## src/rtl/vga_sequencer.sv

```systemverilog
// Display-list sequencer: fetches two-word commands from a list RAM and replays
// them as Wishbone register writes into the VGA core, with JUMP/HALT flow control.
module vga_sequencer #(
    parameter int unsigned LIST_AW   = 6,
    parameter logic [31:0] CORE_BASE = 32'h0400_0000,
    parameter int unsigned TO_W      = 20
) (
    input  logic               clk,
    input  logic               reset_n,
    input  logic               start,
    input  logic               stop,
    output logic               busy,
    output logic               error,
    output logic [LIST_AW-1:0] pc_o,
    output logic [15:0]        writes_o,
    output logic [LIST_AW-1:0] list_addr,
    input  logic [31:0]        list_data,
    output logic [31:0]        wbm_addr_o,
    output logic [31:0]        wbm_data_o,
    output logic [3:0]         wbm_sel_o,
    output logic               wbm_we_o,
    output logic               wbm_stb_o,
    output logic               wbm_cyc_o,
    input  logic               wbm_ack_i
);

    localparam logic [2:0] S_IDLE = 3'd0;
    localparam logic [2:0] S_FH   = 3'd1;
    localparam logic [2:0] S_FHW  = 3'd2;
    localparam logic [2:0] S_FD   = 3'd3;
    localparam logic [2:0] S_FDW  = 3'd4;
    localparam logic [2:0] S_BUS  = 3'd5;

    localparam logic [1:0] OP_WRITE = 2'b00;
    localparam logic [1:0] OP_JUMP  = 2'b01;
    localparam logic [1:0] OP_HALT  = 2'b10;

    // Watchdog value one below all-ones: the last BUS cycle allowed without ack.
    localparam logic [TO_W-1:0] WD_LAST = {{(TO_W-1){1'b1}}, 1'b0};

    logic [2:0]         state, state_nxt;
    logic [LIST_AW-1:0] pc_nxt;
    logic [1:0]         hdr_op, hdr_op_nxt;
    logic [7:0]         hdr_off, hdr_off_nxt;
    logic [TO_W-1:0]    wd, wd_nxt;
    logic [15:0]        writes_nxt;
    logic               error_nxt;
    logic [31:0]        addr_nxt, data_nxt;
    logic               bus_nxt;

    assign list_addr = pc_o;

    // State register.
    always_ff @(posedge clk or negedge reset_n) begin
        if (!reset_n) begin
            state <= S_IDLE;
        end else begin
            state <= state_nxt;
        end
    end

    // Next-state and next-value logic for every registered output.
    always_comb begin
        state_nxt   = state;
        pc_nxt      = pc_o;
        hdr_op_nxt  = hdr_op;
        hdr_off_nxt = hdr_off;
        wd_nxt      = wd;
        writes_nxt  = writes_o;
        error_nxt   = error;
        addr_nxt    = wbm_addr_o;
        data_nxt    = wbm_data_o;
        bus_nxt     = 1'b0;

        if (stop) begin
            state_nxt = S_IDLE;
        end else begin
            case (state)
                S_IDLE: begin
                    if (start) begin
                        state_nxt  = S_FH;
                        pc_nxt     = '0;
                        error_nxt  = 1'b0;
                        writes_nxt = '0;
                    end
                end
                S_FH: state_nxt = S_FHW;
                S_FHW: begin
                    hdr_op_nxt  = list_data[31:30];
                    hdr_off_nxt = list_data[7:0];
                    pc_nxt      = pc_o + LIST_AW'(1);
                    state_nxt   = S_FD;
                end
                S_FD: state_nxt = S_FDW;
                S_FDW: begin
                    pc_nxt = pc_o + LIST_AW'(1);
                    case (hdr_op)
                        OP_WRITE: begin
                            state_nxt = S_BUS;
                            addr_nxt  = CORE_BASE | 32'(hdr_off);
                            data_nxt  = list_data;
                            bus_nxt   = 1'b1;
                            wd_nxt    = '0;
                        end
                        OP_JUMP: begin
                            state_nxt = S_FH;
                            pc_nxt    = list_data[LIST_AW-1:0];
                        end
                        OP_HALT: state_nxt = S_IDLE;
                        default: begin
                            state_nxt = S_IDLE;
                            error_nxt = 1'b1;
                        end
                    endcase
                end
                S_BUS: begin
                    if (wbm_ack_i) begin
                        writes_nxt = writes_o + 16'(1);
                        state_nxt  = S_FH;
                    end else if (wd == WD_LAST) begin
                        wd_nxt    = wd + TO_W'(1);
                        error_nxt = 1'b1;
                        state_nxt = S_IDLE;
                    end else begin
                        wd_nxt  = wd + TO_W'(1);
                        bus_nxt = 1'b1;
                    end
                end
                default: state_nxt = S_IDLE;
            endcase
        end
    end

    // Datapath and output registers.
    always_ff @(posedge clk or negedge reset_n) begin
        if (!reset_n) begin
            pc_o       <= '0;
            hdr_op     <= '0;
            hdr_off    <= '0;
            wd         <= '0;
            writes_o   <= '0;
            error      <= 1'b0;
            busy       <= 1'b0;
            wbm_addr_o <= '0;
            wbm_data_o <= '0;
            wbm_sel_o  <= '0;
            wbm_we_o   <= 1'b0;
            wbm_stb_o  <= 1'b0;
            wbm_cyc_o  <= 1'b0;
        end else begin
            pc_o       <= pc_nxt;
            hdr_op     <= hdr_op_nxt;
            hdr_off    <= hdr_off_nxt;
            wd         <= wd_nxt;
            writes_o   <= writes_nxt;
            error      <= error_nxt;
            busy       <= (state_nxt != S_IDLE);
            wbm_addr_o <= addr_nxt;
            wbm_data_o <= data_nxt;
            wbm_sel_o  <= bus_nxt ? 4'hF : 4'h0;
            wbm_we_o   <= bus_nxt;
            wbm_stb_o  <= bus_nxt;
            wbm_cyc_o  <= bus_nxt;
        end
    end

endmodule

```

## config.mk

```make
export PLATFORM = sky130hd
export DESIGN_NAME = vga_sequencer
export DESIGN_NICKNAME = d
export VERILOG_FILES = /design/src/rtl/vga_sequencer.sv
export SDC_FILE = /design/constraint.sdc
export NUM_CORES = 1
export LEC_CHECK = 0
export ABC_CLOCK_PERIOD_IN_PS = 4800
export BUFFER_PORTS_ARGS = -buffer_cell sky130_fd_sc_hd__buf_2
export CAP_MARGIN = 20
export CORE_MARGIN = 2
export CORE_UTILIZATION = 34
export DETAILED_ROUTE_END_ITERATION = 8
export PLACE_DENSITY = 0.62
export SYNTH_ARGS = -nofsm -noshare
export SYNTH_HDL_FRONTEND = slang
export SYNTH_SLANG_ARGS = --single-unit
```

## constraint.sdc

```tcl
create_clock -name clk -period 4.8 [get_ports clk]
set_input_delay 0.72 -clock clk [delete_from_list [all_inputs] [get_ports clk]]
set_output_delay 0.72 -clock clk [all_outputs]
set_load 0.005 [all_outputs]
```

==> results.json <==
{
  "grt_pass1_wl_mm": 16.9,
  "num_vias": 3446,
  "ys_seq_area_share_pct": 51.6,
  "power_leakage_nw": 2.86,
  "peakVddDrop_mv": 0.247,
  "syn_avg_cell_area_sq_um": 11.1,
  "hold_buffers": 0,
  "final_util_pct": 41.6,
  "syn-instance-count": 434,
  "combPwrFrac_pct": 17.8,
  "powerDensity_nw_per_um2": 416,
  "fin_nets": 574,
  "internal_power_mw": 1.77,
  "hold_end": "wbm_addr_o[4]$_DFFE_PN0P_",
  "drc": 0,
  "tritoncts": "yes",
  "critPathArrivalTime_ns": 2.97,
  "final_hold_viol_count": 0,
  "synth_edf_count": 0,
  "synth_cell_types": 50,
  "final_cell_count_no_fill": 719,
  "cts_root_buf": "clkbuf_16",
  "crit_type": "reg2reg",
  "switchingPower_uw": 625,
  "fp.coreArea_sq_um": 13800,
  "clkTransAtPathRegs_ns": 0.07,
  "hold_path.startpoint": "hdr_off[4]$_DFFE_PN0P_",
  "final-setup-viol-count": 0,
  "seqPwrFrac_pct": 46.6,
  "synth_warnings": 0,
  "hold_depth": 1,
  "fin_tns_setup_ns": 0,
  "cts_made_buffers": 9,
  "postSynth.asyncResetShare_pct": 100,
  "clk_path_buf_depth": 2,
  "hold_class": "reg2reg",
  "ys.flop_type": "dfrtp_1",
  "reg2regPathDepth": 5,
  "dr_wl_met3_um": 738,
  "r2r-start": "state[2]$_DFF_PN0_",
  "die_h_um": 123,
  "cp.required_ns": 5.02,
  "wire_per_inst_um": 14.3,
  "outcome": "finished, final reports clean",
  "ctsResizeCount": 0,
  "post_route_cells_drive_above_1_share_pct": 37.2,
  "rr_endpoint": "wbm_data_o[0]$_DFFE_PN0P_",
  "track_usage_pct": 14.3,
  "rsz0062_at_grt": "false",
  "wirelength_met1_mm": 4.58,
  "grt_pass1_vias": 3316,
  "power_frac_clock_pct": 35.6,
  "grt_max_degree": 79,
  "drtAntennaViolNets": 0,
  "die_w_um": 123,
  "switching_share_pct": 26.1,
  "fmax_mhz": 364,
  "vias_per_cell": 4.79,
  "syn_to_final_growth_pct": 19.7,
  "cts_max_level": 3,
  "holdWs_ns": 0.509,
  "dieArea_sq_um": 15100,
  "wl_met2_mm": 4.87,
  "clock_latency_ns": 0.34,
  "rows": 43,
  "synth_area_sq_um": 4800,
  "io_pins": 138,
  "first_pass_iters": 4,
  "io_buffer_count": 114,
  "dpl.hpwl_mm": 7.36,
  "crit_path_end_kind": "flop",
  "relSlewSlack_pct": 35.2,
  "antenna_found_initial": 1,
  "finalMaxSlewViolations": 0,
  "post_cts_buffers": 0,
  "drv_cap": 0,
  "path_max_fanout": 38,
  "finalPower_mw": 2.39,
  "highest_layer": "met4",
  "wirelength_mm": 10.3,
  "r2r_slack_ns": 2.05,
  "grt_overflow_total": 0,
  "ys_seq_elements": 99,
  "worst_pin_slew_ns": 0.972,
  "period_minus_slack_ns": 2.75,
  "fill_cells": 1300,
  "period_share_pct": 57.3,
  "clock_skew_ns": 0.00726,
  "initial_core_util_pct": 34.7,
  "drtIter0Drc": 144,
  "dpl.cell_count": 702,
  "start_kind": "flop",
  "gp_congestion": 0.768,
  "clock_sinks": 99
}
-- stage by stage --
step / worst slack [ns] / cell area (sq um)
after floorplan: 2.58 / 4880
after global placement: 2.15 / 5390
after detailed placement: 2.04 / 5390
after CTS: 2.03 / 5740
after global routing: 1.74 / 5740
final: 2.05 / 5750
-- synthesized netlist by cell type, types with 7 or more instances --
master,count,share of area (%)
clkbuf_1,10,0.78
nor2_1,41,3.2
nor4_1,7,0.91
inv_1,10,0.78
buf_4,35,5.5
o21ai_0,12,1.3
dfrtp_1,99,52
a21oi_1,11,1.1
mux2_2,51,12
nand4_1,9,1.2
nand2_1,24,1.9
buf_2,7,0.73
nor3_1,11,1.1
xnor2_1,14,2.6
nand3_1,15,1.6
xor2_1,16,2.9
-- how the worst max path moves through the flow --
stage	start	slack (ns)	endpoint
after floorplan	stop	2.58	writes_o[10]$_DFFE_PN0P_
after global placement	state[2]$_DFF_PN0_	2.15	wbm_data_o[23]$_DFFE_PN0P_
after detailed placement	state[2]$_DFF_PN0_	2.04	wbm_data_o[28]$_DFFE_PN0P_
after CTS	state[2]$_DFF_PN0_	2.03	wbm_data_o[0]$_DFFE_PN0P_
after global routing	state[2]$_DFF_PN0_	1.74	wbm_data_o[0]$_DFFE_PN0P_
final	state[2]$_DFF_PN0_	2.05	wbm_data_o[0]$_DFFE_PN0P_
-- layer usage --
metal,GRT usage [%],vias to the layer above
li1,-,1644
met1,18.9,1679
met2,22.5,118
met3,4.41,5
met4,4.31,0
met5,0,-
-- cell families (layout without fill, tap and decap cells) --
| logic type | after synthesis | after routing | share of synthesized area, % |
|---|---|---|---|
| other | 1 | 24 | 0.0781 |
| muxes | 51 | 51 | 12.0 |
| and+or+nand+nor | 142 | 142 | 15.3 |
| AOI/OAI and AO/OA | 45 | 45 | 6.78 |
| adders and majority gates | 4 | 4 | 1.04 |
| DFF | 99 | 99 | 51.6 |
| buffers and inverters | 62 | 144 | 7.77 |
| xor gates and xnor gates | 30 | 30 | 5.47 |
-- flip-flops by register name, summed over array words and instances, names as in the netlist --
name / flops
error: 1
list_addr: 6
hdr_op: 2
wbm_data_o: 32
hdr_off: 8
wd: 20
busy: 1
state: 3
wbm_addr_o: 9
writes_o: 16
wbm_sel_o: 1
-- placed cells by master, fill, tap and decap left out, types with 4 or more instances in the layout --
cell and instances:
a21oi_1 11, and3_1 4, buf_2 113, buf_4 5, clkbuf_16 9, conb_1 23, dfrtp_1 99, ha_1 4
inv_1 10, mux2_2 51, nand2_1 24, nand2b_1 5, nand3_1 15, nand4_1 9, nor2_1 41, nor2b_1 4
nor3_1 11, nor4_1 7, o21ai_0 12, or2_2 5, xnor2_1 14, xor2_1 16
-- critical path, stage by stage (launching register included) --
cell and delay, ns:
dfrtp_1 0.64, nor4b_1 0.31, nor2b_1 0.21, nor2b_4 0.55, buf_4 0.51, mux2_2 0.39
-- area by class of cell --
cell class	instances	area [sq um]	area share [%]
Antenna cell	1	2.50	0.0435
Clock buffer	10	239	4.16
Clock inverter	6	116	2.02
Inverter	10	37.5	0.653
Multi-Input combinational cell	295	2050	35.6
Sequential cell	99	2480	43.1
Tap cell	180	225	3.92
Timing Repair Buffer	118	603	10.5
-- power by group through the flow --
stage	sequential (mW)	clock [mW]	combinational, mW
final	1.11	0.851	0.426
after global routing	1.14	0.909	0.480
after CTS	1.12	0.873	0.434
after detailed placement	1.13	0	0.435
after global placement	1.12	0	0.424
after floorplan	1.11	0	0.257
Note: power is estimated with default switching activity, not from simulation.
